$ cat config.mk
export PLATFORM = sky130hd
export DESIGN_NAME = image_stream_ctrl
export DESIGN_NICKNAME = d
export VERILOG_FILES = /design/src/rtl/image_pkg.sv /design/src/rtl/image_blank_timer.sv /design/src/rtl/image_stream_ctrl.sv
export SDC_FILE = /design/constraint.sdc
export NUM_CORES = 1
export LEC_CHECK = 0
export CELL_PAD_IN_SITES_DETAIL_PLACEMENT = 0
export CELL_PAD_IN_SITES_GLOBAL_PLACEMENT = 2
export CORE_UTILIZATION = 32
export CTS_BUF_LIST = sky130_fd_sc_hd__clkbuf_8 sky130_fd_sc_hd__clkbuf_16
export DETAILED_ROUTE_END_ITERATION = 6
export PLACE_DENSITY = 0.88
export SLEW_MARGIN = 10
export SYNTH_ARGS = -nofsm -noshare
export SYNTH_HDL_FRONTEND = slang
export SYNTH_SLANG_ARGS = --single-unit
$ cat constraint.sdc
create_clock -name HCLK -period 7.2 [get_ports HCLK]
set_clock_uncertainty 0.1 [all_clocks]
set_input_delay 1.8 -clock HCLK [delete_from_list [all_inputs] [get_ports HCLK]]
set_output_delay 1.8 -clock HCLK [all_outputs]
set_load 0.05 [all_outputs]
$ cat src/rtl/image_pkg.sv
// Shared types and constants for the image stream sequencer and its blanking timer.
package image_pkg;

  typedef enum logic [2:0] {
    ST_IDLE,
    ST_ACTIVE,
    ST_HBLANK,
    ST_VBLANK,
    ST_DONE
  } state_t;

  // Pixel pair packing: {R0,G0,B0,R1,G1,B1}, R0 in the MSBs.
  localparam int PAIR_W = 48;
  localparam int R0_LSB = 40;
  localparam int G0_LSB = 32;
  localparam int B0_LSB = 24;
  localparam int R1_LSB = 16;
  localparam int G1_LSB = 8;
  localparam int B1_LSB = 0;

  localparam int DEF_WIDTH  = 768;
  localparam int DEF_HEIGHT = 512;
  localparam int DEF_HBLANK = 160;
  localparam int DEF_VBLANK = 1000;

  localparam int POS_W   = 16;
  localparam int TIMER_W = 32;

endpackage

$ cat src/rtl/image_blank_timer.sv
// Loadable down-counter with a zero flag; times both horizontal and vertical blanking.
module image_blank_timer
  import image_pkg::*;
#(
  parameter int W = TIMER_W
) (
  input  logic         clk,
  input  logic         rst_n,
  input  logic         clear,
  input  logic         load,
  input  logic [W-1:0] load_value,
  input  logic         dec,
  output logic         zero
);

  logic [W-1:0] count;

  // NOTE: sequential state uses <= so every flop samples pre-edge values; = here would create order-dependent races.
  always_ff @(posedge clk or negedge rst_n) begin
    if (!rst_n) begin
      count <= '0;
    end else if (clear) begin
      count <= '0;
    end else if (load) begin
      count <= load_value;
    end else if (dec && count != '0) begin
      count <= count - W'(1);
    end
  end

  assign zero = (count == '0);

endmodule

$ cat src/rtl/image_stream_ctrl.sv
// Frame sequencer: re-times upstream pixel pairs into one-cycle hsync strobes with line/frame blanking.
// Optional stall counter built only when IMAGE_STREAM_STALL_CNT_EN is defined.
module image_stream_ctrl
  import image_pkg::*;
#(
  parameter int WIDTH  = DEF_WIDTH,
  parameter int HEIGHT = DEF_HEIGHT,
  parameter int HBLANK = DEF_HBLANK,
  parameter int VBLANK = DEF_VBLANK
) (
  input  logic              HCLK,
  input  logic              HRESETn,
  input  logic              start,
  input  logic              abort,
  input  logic              src_valid,
  output logic              src_ready,
  input  logic [PAIR_W-1:0] src_data,
  output logic              hsync,
  output logic [PAIR_W-1:0] out_data,
  output logic [POS_W-1:0]  col,
  output logic [POS_W-1:0]  row,
  output logic              frame_start,
  output logic              frame_done,
  output logic              busy,
  output logic [31:0]       stall_cycles
);

  localparam logic [POS_W-1:0]   LAST_COL = POS_W'(WIDTH / 2 - 1);
  localparam logic [POS_W-1:0]   LAST_ROW = POS_W'(HEIGHT - 1);
  localparam logic [TIMER_W-1:0] HB_LOAD  = TIMER_W'(HBLANK - 1);
  localparam logic [TIMER_W-1:0] VB_LOAD  = TIMER_W'(VBLANK - 1);

  state_t             state;
  logic [POS_W-1:0]   col_cnt;
  logic [POS_W-1:0]   row_cnt;
  logic               xfer;
  logic               line_end;
  logic               tmr_load;
  logic               tmr_dec;
  logic               tmr_zero;
  logic [TIMER_W-1:0] tmr_value;

  assign src_ready = (state == ST_ACTIVE);
  assign xfer      = src_valid && src_ready;
  assign line_end  = xfer && (col_cnt == LAST_COL);

  // NOTE: every always_comb output gets a default first, so no path can leave it unassigned and infer a latch.
  always_comb begin
    tmr_load  = 1'b0;
    tmr_dec   = 1'b0;
    tmr_value = (row_cnt == LAST_ROW) ? VB_LOAD : HB_LOAD;
    if (!abort) begin
      tmr_load = line_end;
      tmr_dec  = (state == ST_HBLANK || state == ST_VBLANK) && !tmr_zero;
    end
  end

  image_blank_timer #(.W(TIMER_W)) u_timer (
    .clk        (HCLK),
    .rst_n      (HRESETn),
    .clear      (abort),
    .load       (tmr_load),
    .load_value (tmr_value),
    .dec        (tmr_dec),
    .zero       (tmr_zero)
  );

  always_ff @(posedge HCLK or negedge HRESETn) begin
    if (!HRESETn) begin
      state       <= ST_IDLE;
      col_cnt     <= '0;
      row_cnt     <= '0;
      hsync       <= 1'b0;
      out_data    <= '0;
      col         <= '0;
      row         <= '0;
      frame_start <= 1'b0;
      frame_done  <= 1'b0;
      busy        <= 1'b0;
    end else begin
      hsync       <= 1'b0;
      frame_start <= 1'b0;
      frame_done  <= 1'b0;
      if (abort) begin
        // A transfer coinciding with abort is dropped: no strobe, no output update.
        state   <= ST_IDLE;
        col_cnt <= '0;
        row_cnt <= '0;
        busy    <= 1'b0;
      end else begin
        case (state)
          ST_IDLE: begin
            if (start) begin
              state       <= ST_ACTIVE;
              frame_start <= 1'b1;
              busy        <= 1'b1;
              col_cnt     <= '0;
              row_cnt     <= '0;
            end
          end
          ST_ACTIVE: begin
            if (xfer) begin
              out_data <= src_data;
              col      <= col_cnt;
              row      <= row_cnt;
              hsync    <= 1'b1;
              if (line_end) begin
                col_cnt <= '0;
                if (row_cnt == LAST_ROW) begin
                  state <= ST_VBLANK;
                end else begin
                  state   <= ST_HBLANK;
                  row_cnt <= row_cnt + POS_W'(1);
                end
              end else begin
                col_cnt <= col_cnt + POS_W'(1);
              end
            end
          end
          ST_HBLANK: begin
            if (tmr_zero) state <= ST_ACTIVE;
          end
          ST_VBLANK: begin
            if (tmr_zero) begin
              state      <= ST_DONE;
              frame_done <= 1'b1;
            end
          end
          ST_DONE: begin
            state <= ST_IDLE;
            busy  <= 1'b0;
          end
          default: begin
            state <= ST_IDLE;
            busy  <= 1'b0;
          end
        endcase
      end
    end
  end

`ifdef IMAGE_STREAM_STALL_CNT_EN
  logic [31:0] stall_cnt;

  // Cleared on the IDLE->ACTIVE edge so the first ACTIVE cycle already counts; held otherwise.
  always_ff @(posedge HCLK or negedge HRESETn) begin
    if (!HRESETn) begin
      stall_cnt <= '0;
    end else if (state == ST_IDLE && start && !abort) begin
      stall_cnt <= '0;
    end else if (state == ST_ACTIVE && !src_valid && stall_cnt != 32'hFFFF_FFFF) begin
      stall_cnt <= stall_cnt + 32'd1;
    end
  end

  assign stall_cycles = stall_cnt;
`else
  assign stall_cycles = '0;
`endif

endmodule

Word level (Yosys, flattened, before mapping):

Index checks and enable logic that the tools add are counted.

* register bits after elaboration: 151
* input port bits: 53
* output and inout bits: 117
* logic and storage cells: 80

* $add $sub $neg: 3
* equality and inequality tests: 12
* multiplexer cells: 36
* bitwise logic cells: 1
* reductions and logical operators: 17

Operator list (number)
* $mux W16: 8
* $mux W32: 3
* $pmux W16 S2: 2
* $add A16 B1 Y16 const B: 2
* $eq A16 B9 Y1 const B: 2
* $logic_not A32 Y1: 1
* $reduce_bool A32 Y1: 1
* $sub A32 B1 Y32 const B: 1
* $mux W3: 6
* $mux W1: 14
* $ne A3 B3 Y1 const B: 4
* $pmux W3 S4: 1
* $mux W10: 1
* $reduce_and A5 Y1: 2
* $eq A3 B2 Y1 const B: 2
* $ne A3 B2 Y1 const B: 2
* $reduce_and A3 Y1: 2
* $reduce_bool A3 Y1: 2
* $logic_and A1 B1 Y1: 4
* $eq A3 B1 Y1 const B: 1
* $logic_not A3 Y1: 1
* $reduce_or A3 Y1: 1
* $ne A2 B1 Y1 const B: 1
* $pmux W1 S2: 1
* 4 further kinds: 4

Longest topological paths before layout:

Gate-level depths: netlist of run 1.

* word-level depth: 8
* depth in mapped cells: 8
* mapped depth without buffers: 6

Cells and area by module:

From an unflattened synthesis of run 1, not the netlist that was laid out.

* cell total of the unflattened synthesis: 844
* area, all modules: 7558.5 µm²

Modules (own cells, without submodules)
* image_stream_ctrl: instances 1, cells each 611, area an instance 5388.9 µm², sequential area each 2977.9 µm²
* image_blank_timer: instances 1, cells each 233, area an instance 2169.6 µm², sequential area each 800.8 µm²

Least setup slack after synthesis of run 1:

No wires, ideal clock.

* path type: in2reg
* start: in abort
* end: reg u_timer.count[25]
* setup time: 0.078 ns
* arrival: 3.445 ns
* required time: 7.022 ns
* setup slack: 3.577 ns
* cell stages on the path: 5
* path buffers: 0
* cell sequence: nor3b_2 -> nor4b_2 -> o2111ai_1 -> or4_1 -> a21oi_1

* word-level cells in the longest chain between the ends: 3
* elaborated cells between the ends (all ways): 6
* classes of those cells: mux (4); reduce/logical (2)

RTL lines
* from (decl): RTL line image_stream_ctrl.sv:14 `input logic abort,`
* $mux W1: RTL line image_stream_ctrl.sv:52 `if (!abort) begin`
* $mux W32 / $logic_and A1 B1 Y1 (equally long branches): RTL line image_blank_timer.sv:24, image_blank_timer.sv:26
* $mux W32 / $reduce_bool A3 Y1 (equally long branches)
* to (signal assigned): RTL line image_blank_timer.sv:25 `count <= load_value;`
* to (signal assigned): RTL line image_blank_timer.sv:27 `count <= count - W'(1);`
* to (decl): RTL line image_blank_timer.sv:16 `logic [W-1:0] count;`

Parallel ways exist; a longest one is shown, timed or not.
A chain may end at the register's enable or synchronous reset.

Worst setup path after layout of run 1:

* start: in abort
* end: reg u_timer.count[31]

Same word-level chain as after synthesis.

==> results.yml, run 1 <==
outcome:
  outcome: "finished, violations left"
  violations: "DRC"
critical_path:
  cp.arrival_ns: 4.72
  timing.rr.end: "u_timer.count[9]"
  crit_fanout: 14
  startpoint_type: "primary input"
  crit_path_end: "u_timer.count[31]"
  crit_start: "abort"
  end_kind: "flop"
  cp.required_ns: 7.44
  reg2reg_from: "u_timer.count[10]"
  critPathSlowestCell: "clkdlybuf4s50_1"
  critical_path_class: "primary input to flop"
  crit_chain: "clkdlybuf4s50_1 -> nor3b_2 -> nor4b_2 -> o2111ai_1 -> or4_1 -> a21oi_1"
  reg2reg_depth: 6
  slowest_delay_ns: 0.71
  r2r_slack_ns: 4.00
placed_design:
  port_buffers: 137
  dpl_cell_area_sq_mm: 0.00871
  dp_cells: 1182
  hpwl_um: 11800
  gp_congestion: 0.763
floorplan:
  num_rows: 54
  start_util_pct: 32.8
  die_w_um: 152
  core_area_sq_mm: 0.0220
  ioPinCount: 170
  dieHeight_um: 152
  dieArea_sq_mm: 0.0231
power_and_ir_drop:
  ir_drop_mv: 0.141
  p_comb_share_pct: 26.0
  internal_power_uw: 1600
  leakage_uw: 0.00425
  clkPwrFrac_pct: 35.3
  p_sw_uw: 897
  swShare_pct: 35.9
  cellPowerDensity_mw_per_mm2: 269
  power_frac_seq_pct: 38.7
synth:
  avgSynthCellArea_sq_um: 9.06
  synth_ff_type: "dfrtp_1"
  ys_ff_latch: 151
  synth_edf_count: 0
  async_reset_ff_share_pct: 100
  syn_area_sq_mm: 0.00721
  ys_seq_area_share_pct: 52.4
  ys_types: 54
  ys_warn_count: 0
  syn_inst: 796
clock_tree:
  cts_setup_buffers: 0
  clkLatencyLatePin_ns: 0.42
  h-tree-depth: 4
  cts_tree: "built"
  cts_root_buf: "clkbuf_16"
  ctsLongestPathBuffers: 2
  path_clk_slew_ns: 0.07
  cts_buffers: 17
  cts.sinks: 151
  post_cts_resized: 0
  postCtsHoldBufs: 0
global_routing:
  grt_pass1_vias: 5747
  track_usage_pct: 16.0
  grt_max_degree: 94
  grt_first_pass_wirelength_um: 30100
  grt_overflow: 0
  grt_antenna_before_repair: 0
timing:
  report.final.slew_viol_count: 0
  finalCriticalPeriod_ns: 4.48
  worst_pin_slew_ns: 1.02
  finalCritPeriodShare_pct: 62.3
  setup_viol: 0
  setup_tns_ns: 0
  max_freq_mhz: 223
  hold_viol_final: 0
  rsz0062_at_grt: "no"
  slew_headroom_pct: 31.7
layout:
  finalInstanceArea_sq_mm: 0.00929
  final_cells: 1214
  final_common_cell: "nand2_1"
  area_growth_pct: 28.8
  num_antenna_cells: 0
  drive_gt1_share_pct: 6.75
  nets: 977
  final_cell_mix: "nand2_1, dfrtp_1, clkdlybuf4s50_1, a21oi_1, nor2_1"
routing:
  firstDrtPassIters: 7
  drt-initial-drc-count: 374
  routed_wl_um: 17900
  postRouteAntennaNets: 0
  wire_per_inst_um: 14.7
  drc: 38
  viasPerCell: 4.83
  num_vias: 5868
worst_hold_path:
  hold_class: "flop to flop"
flow_run:
  max_cap_violations: 0
-- how the worst min path moves through the flow --
stage | end | startpoint | cells after the start | slack [ns]
2_1_floorplan | u_timer.count[26] | u_timer.count[26] | 1 | 0.34
3_3_place_gp | u_timer.count[26] | u_timer.count[26] | 1 | 0.35
3_5_place_dp | row[8] | row[8] | 2 | 0.36
4_1_cts | row[8] | row[8] | 2 | 0.38
5_1_grt | out_data[33] | out_data[33] | 2 | 0.40
6_report | row[8] | row[8] | 2 | 0.37
-- worst max-delay path: cells and delay by family --
family | cells | cell delay [ns]
AND/OR/NAND/NOR | 3 | 1.60
buffers and inverters | 1 | 0.71
AO/OA/AOI/OAI | 2 | 0.60
-- registers in the layout, indices dropped and copies added (netlist names), 3 cells and up --
name,count
state,3
row_cnt,16
col_cnt,16
col,16
row,16
u_timer.count,32
out_data,48
-- routing by layer --
layer	GRT usage, %	up-vias	part of all wire (%)
met5	0	-	0
met4	4.47	0	0.95
met3	2.94	13	4.8
met2	26.1	140	47
met1	21.8	2792	47
li1	-	2923	-
-- power by group through the flow --
stage	clock, uW	combinational [uW]	sequential (uW)
3_5_place_dp	0	655	983
5_1_grt	942	690	978
4_1_cts	909	656	967
6_report	881	650	966
2_1_floorplan	0	178	1240
3_3_place_gp	0	653	982
-- cell usage after synthesis (all sizes together) (2+ instances only) --
cell | instances | area share [%]
inv | 17 | 0.89
or2 | 5 | 0.43
a21o | 2 | 0.21
xnor2 | 11 | 1.3
a31oi | 14 | 1.2
and2 | 4 | 0.35
o31ai | 16 | 1.7
nand2 | 249 | 13
a21oi | 38 | 2.7
o21ai | 28 | 1.9
buf | 36 | 4.0
nand2b | 3 | 0.26
a22oi | 3 | 0.31
nand3 | 19 | 1.3
nor4 | 11 | 1.1
mux2i | 7 | 0.97
nor2 | 35 | 1.9
o22a | 2 | 0.24
a2bb2oi | 4 | 0.49
nor3 | 15 | 1.0
nand4b | 3 | 0.36
ha | 3 | 0.52
nor3b | 4 | 0.49
o41ai | 4 | 0.75
dfrtp | 151 | 52
or4b | 2 | 0.28
or3 | 12 | 1.0
clkbuf | 34 | 1.8
xor2 | 4 | 0.49
and4 | 6 | 0.73
nand4 | 10 | 0.87
nor4b | 6 | 0.82
a211oi | 2 | 0.21
and3 | 6 | 0.52
or4 | 21 | 2.3
-- layout make-up --
type	count	area, sq um
inverters	17	63.8
clock inverters	13	124
multi-input cells	589	3080
clock buffers	19	453
flip-flops and latches	151	3780
repair buffers	145	1430
fillers	2126	12700
well taps	280	350
-- metrics by stage --
stage	setup slack (ns)	power (uW)	util [%]	hold WS, ns
4_1_cts	2.73	2530	42.3	0.378
3_3_place_gp	2.32	1630	39.7	0.355
5_1_grt	2.37	2610	42.3	0.399
6_report	2.72	2500	42.3	0.373
2_1_floorplan	3.58	1410	-	0.337
3_5_place_dp	2.30	1640	39.7	0.361
-- cell families after synthesis --
logic type | Yosys count | synth area share [%]
fa+ha+maj | 3 | 0.521
compound gates | 119 | 10.5
mux | 8 | 1.13
other cells | 1 | 0.0520
buf+inv | 87 | 6.66
flops | 151 | 52.4
xor+xnor | 15 | 1.82
simple gates | 412 | 26.9
Note: power is estimated with default switching activity, not from simulation.
==> run 2, diff against run 1 <==
Settings changed: CORE_UTILIZATION 32 to 27, PLACE_DENSITY 0.88 to 0.79.
Clock period 7.2 ns to 3.8 ns, I/O delays scaled along.
==> run 2 against run 1 <==
The run still ends with DRC left. Register-to-register slack got worse by 3.3 ns. Clock-buffer cell count fell by 2. Via count increased by 2.3%. Sequential cell count unchanged. Sequential share of layout area shrank 1.1 points. Combinational power grew 91%. Design area up 2.7%. Global-route usage shrank 1.6 points. Critical endpoint is now src_ready. Highest routed layer unchanged.
==> results.yml, run 2 (same netlist as run 1, synthesis figures left out) <==
outcome:
  outcome: "finished, violations left"
  violations: "DRC"
clock_tree:
  path_clk_slew_ns: 0.07
  h-tree-depth: 4
  cts_tree: "built"
  cts.sinks: 151
  cts_buffers: 17
  postCtsHoldBufs: 0
  clkLatencyLatePin_ns: 0.43
  cts_root_buf: "clkbuf_16"
  ctsLongestPathBuffers: 2
  post_cts_resized: 0
  cts_setup_buffers: 0
critical_path:
  crit_fanout: 6
  end_kind: "primary output"
  cp.required_ns: 2.75
  critical_path_class: "flop to primary output"
  startpoint_type: "flop"
  r2r_slack_ns: 0.73
  cp.arrival_ns: 2.30
placed_design:
  dp_cells: 1250
  port_buffers: 137
  hpwl_um: 13000
  gp_congestion: 0.760
  post-place-ws_ns: 0.366
global_routing:
  grt_overflow: 0
  grt_antenna_before_repair: 0
  grt_max_degree: 83
  grt_first_pass_wirelength_um: 31000
  grt_pass1_vias: 5828
  track_usage_pct: 14.5
timing:
  finalCriticalPeriod_ns: 3.35
  holdWs_ns: 0.371
  setup_tns_ns: 0
  slew_headroom_pct: 41.6
  max_freq_mhz: 299
  finalCritPeriodShare_pct: 88.1
  report.final.slew_viol_count: 0
  fin_ws_ns: 0.451
  rsz0062_at_grt: "no"
  setup_viol: 0
  worst_pin_slew_ns: 0.876
  hold_viol_final: 0
floorplan:
  dieHeight_um: 165
  core_area_sq_mm: 0.0261
  start_util_pct: 27.6
  ioPinCount: 170
  die_w_um: 165
  num_rows: 59
  dieArea_sq_mm: 0.0274
power_and_ir_drop:
  swShare_pct: 34.4
  leakage_uw: 0.00434
  p_sw_uw: 1670
  ir_drop_mv: 0.211
  internal_power_uw: 3180
  power_frac_seq_pct: 37.7
  p_comb_share_pct: 25.7
  clkPwrFrac_pct: 36.7
  cellPowerDensity_mw_per_mm2: 508
routing:
  drt-initial-drc-count: 444
  drc: 40
  wire_per_inst_um: 14.8
  routed_wl_um: 19000
  viasPerCell: 4.68
  postRouteAntennaNets: 0
  firstDrtPassIters: 6
  num_vias: 6003
layout:
  area_growth_pct: 32.3
  top_regs: "out_data: 48 flops, u_timer.count: 32 flops"
  drive_gt1_share_pct: 8.02
  final_cell_mix: "nand2_1, dfrtp_1, clkdlybuf4s50_1, a21oi_1, nor2_1"
  multi_input_area_sq_mm: 0.00308
  final_common_cell: "nand2_1"
  largest_register_ffs: 48
  fillers: 2717
  nets: 991
  final_core_util_pct: 36.5
  num_antenna_cells: 0
  regMostFlops: "out_data"
  regArea_sq_mm: 0.00378
  final_cells: 1283
worst_hold_path:
  hold_class: "flop to flop"
flow_run:
  max_cap_violations: 0
## run 2: worst paths after layout
check	from	to	cells after the start
max in group asynchronous	HRESETn	u_timer.count[6]	2
min	out_data[3]	out_data[3]	2
max reg2reg	u_timer.count[10]	u_timer.count[1]	7
min reg2reg	out_data[3]	out_data[3]	2
max	state[1]	src_ready	4
min in group asynchronous	HRESETn	out_data[42]	1
## run 2: final cells by class
type	instances	share of cell area, %
clock buffers	17	4.46
multi-input cells	589	32.3
well taps	335	4.39
inverters	17	0.669
repair buffers	159	16.6
flip-flops and latches	151	39.6
clock inverters	15	1.98
## run 2: routing by layer
metal / GRT usage (%) / part of all wire, % / vias to the layer above
met3: 3.45 / 5.9 / 18
met5: 0 / 0 / -
met2: 23.2 / 46 / 141
met4: 4.17 / 1.3 / 0
met1: 19.3 / 47 / 2875
li1: - / - / 2969
## run 2: worst max-delay path, cell delays in order, from the launching register on
cell             delay [ns]
dfrtp_1                0.45
nor2_1                 0.22
nand2_1                0.19
inv_1                  0.20
clkdlybuf4s50_1        0.83
## run 2: through the flow
stage	total power [uW]	instance area (sq um)
2_1_floorplan	2680	7330
3_3_place_gp	3110	8910
3_5_place_dp	3120	8910
4_1_cts	4940	9520
5_1_grt	5090	9540
6_report	4850	9540
## run 2: power by group through the flow
stage	Clock (uW)	Sequential [uW]	Combinational (uW)
2_1_floorplan	0	2340	337
3_3_place_gp	0	1860	1250
3_5_place_dp	0	1860	1260
4_1_cts	1850	1830	1260
5_1_grt	1910	1850	1330
6_report	1780	1830	1240
==> run 3, diff against run 2 <==
Settings changed: CORE_ASPECT_RATIO set to 0.8, CORE_UTILIZATION 27 to 34, DONT_BUFFER_PORTS set to 1, PLACE_DENSITY 0.79 to 0.78.
==> run 3 against run 2 <==
The run now ends clean. Utilization rose by 1.8 points. Critical path type is now flop to flop. First-iteration DRC count fell by 5.4%. Power fell by 9.1%. Combinational power fell by 70%. Sequential cell count did not move. Fmax rose by 14%. Worst hold slack got worse by 0.26 ns. Highest routed layer unchanged. Clock power fell by 4%. Largest power group unchanged.
==> results.yml, run 3 (same netlist as run 1, synthesis figures left out) <==
global_routing:
  grt_pass1_vias: 5400
  use_met2_pct: 23.4
  grt_antenna_before_repair: 0
  grt_max_degree: 152
  met3_usage_pct: 4.91
  grt_overflow: 0
  grt_busiest_layer: "met2"
  grt_first_pass_wirelength_um: 28100
  grtUsageMet1_pct: 23.4
  track_usage_pct: 16.4
layout:
  drive_gt1_share_pct: 7.76
  regMostFlops: "out_data"
  fillers: 2065
  largest_register_ffs: 48
  final_common_cell: "nand2_1"
  area_growth_pct: 10.2
  final_cell_mix: "nand2_1, dfrtp_1, a21oi_1, nor2_1, conb_1"
  final_cells: 1068
  top_regs: "out_data: 48 flops, u_timer.count: 32 flops"
  nets: 842
  num_antenna_cells: 0
  final_core_util_pct: 38.3
clock_tree:
  ctsLongestPathBuffers: 2
  cts_root_buf: "clkbuf_16"
  cts.sinks: 151
  clkLatencyLatePin_ns: 0.42
  cts_buffers: 17
  postCtsHoldBufs: 0
  h-tree-depth: 4
  cts_setup_buffers: 0
  post_cts_resized: 0
  path_clk_slew_ns: 0.07
  cts_tree: "built"
timing:
  finalCriticalPeriod_ns: 2.94
  finalCritPeriodShare_pct: 77.2
  setup_tns_ns: 0
  max_freq_mhz: 341
  rsz0062_at_grt: "no"
  hold_viol_final: 0
  holdWs_ns: 0.114
  setup_viol: 0
  slew_headroom_pct: 45.9
  worst_pin_slew_ns: 0.812
  report.final.slew_viol_count: 0
power_and_ir_drop:
  swShare_pct: 35.6
  p_comb_share_pct: 8.3
  leakage_uw: 0.00376
  clkPwrFrac_pct: 38.5
  power_frac_seq_pct: 53.2
  ir_drop_mv: 0.358
  p_sw_uw: 1570
  internal_power_uw: 2840
  cellPowerDensity_mw_per_mm2: 555
floorplan:
  die_w_um: 165
  dieArea_sq_mm: 0.0218
  num_rows: 47
  core_area_sq_mm: 0.0208
  dieHeight_um: 132
  ioPinCount: 170
  start_util_pct: 34.7
critical_path:
  end_kind: "flop"
  crit_chain: "or4_4 -> or4_4 -> o41ai_4 -> buf_12 -> a2bb2oi_1 -> o22a_1"
  crit_top_cell: "or4_4"
  critical_path_class: "flop to flop"
  startpoint_type: "flop"
  cp.required_ns: 4.02
  crit_fanout: 31
  r2r_slack_ns: 0.86
  critPathSlowestCell: "o41ai_4"
  cp.arrival_ns: 3.15
  slowest_delay_ns: 0.60
flow_run:
  max_cap_violations: 0
routing:
  postRouteAntennaNets: 0
  viasPerCell: 5.17
  drc: 0
  wire_per_inst_um: 16.3
  routed_wl_um: 17400
  num_vias: 5520
  drt-initial-drc-count: 420
  firstDrtPassIters: 5
placed_design:
  dp_cells: 1036
  hpwl_um: 11600
  port_buffers: 0
  gp_congestion: 0.838
worst_hold_path:
  hold_class: "primary input to asynchronous set/reset pin"
outcome:
  outcome: "completed"
[run 3: cell types whose count changed in the layout (fill, tap and decap cells not counted), sizes merged]
cell           before  now
buf                23   10
bufinv              3    2
clkbuf             17   18
clkdlybuf4s50     136    0
clkinv              4    6
clkinvlp            2    1
inv                23   22
[run 3: cell type report]
type | instances | area [sq um] | area share (%)
well taps | 269 | 337 | 4.24
flip-flops and latches | 151 | 3780 | 47.6
multi-input cells | 589 | 3080 | 38.8
clock buffers | 18 | 439 | 5.53
clock inverters | 14 | 148 | 1.86
inverters | 17 | 63.8 | 0.803
repair buffers | 10 | 100 | 1.26
[run 3: worst max-delay path: cells and delay by family (launching register included)]
| kind | cells | cell delay, ns |
|---|---|---|
| AOI/OAI and AO/OA | 3 | 0.89 |
| buffers and inverters | 1 | 0.25 |
| DFF | 1 | 0.44 |
| and+or+nand+nor | 2 | 1.12 |
[run 3: layer usage]
layer  part of all wire (%)  vias to the layer above
met1                     48                     2660
met4                    1.3                        0
li1                       -                     2654
met5                      0                        -
met3                    7.1                       21
met2                     43                      185
[run 3: stage by stage]
stage / setup slack [ns] / total power [uW] / area [sq um]
after CTS: 0.861 / 4450 / 7950
after global placement: 0.720 / 2730 / 7360
after floorplan: 1.03 / 2680 / 7330
after global routing: 0.774 / 4580 / 7950
after detailed placement: 0.623 / 2750 / 7360
final: 0.865 / 4410 / 7950
[run 3: worst paths after layout]
path,depth (start not counted),end,start
min in group HCLK,1,u_timer.count[26],u_timer.count[26]
min,0,out_data[31],HRESETn
max,6,u_timer.count[6],u_timer.count[8]
max reg2reg,6,u_timer.count[6],u_timer.count[8]
max in group asynchronous,0,col_cnt[1],HRESETn
min reg2reg,1,u_timer.count[26],u_timer.count[26]
[run 3: power by group through the flow]
| stage | sequential (uW) | combinational [uW] | clock (uW) |
|---|---|---|---|
| 2_1_floorplan | 2340 | 337 | 0 |
| 5_1_grt | 2360 | 415 | 1810 |
| 6_report | 2340 | 367 | 1700 |
| 3_5_place_dp | 2380 | 369 | 0 |
| 4_1_cts | 2350 | 370 | 1740 |
| 3_3_place_gp | 2370 | 353 | 0 |
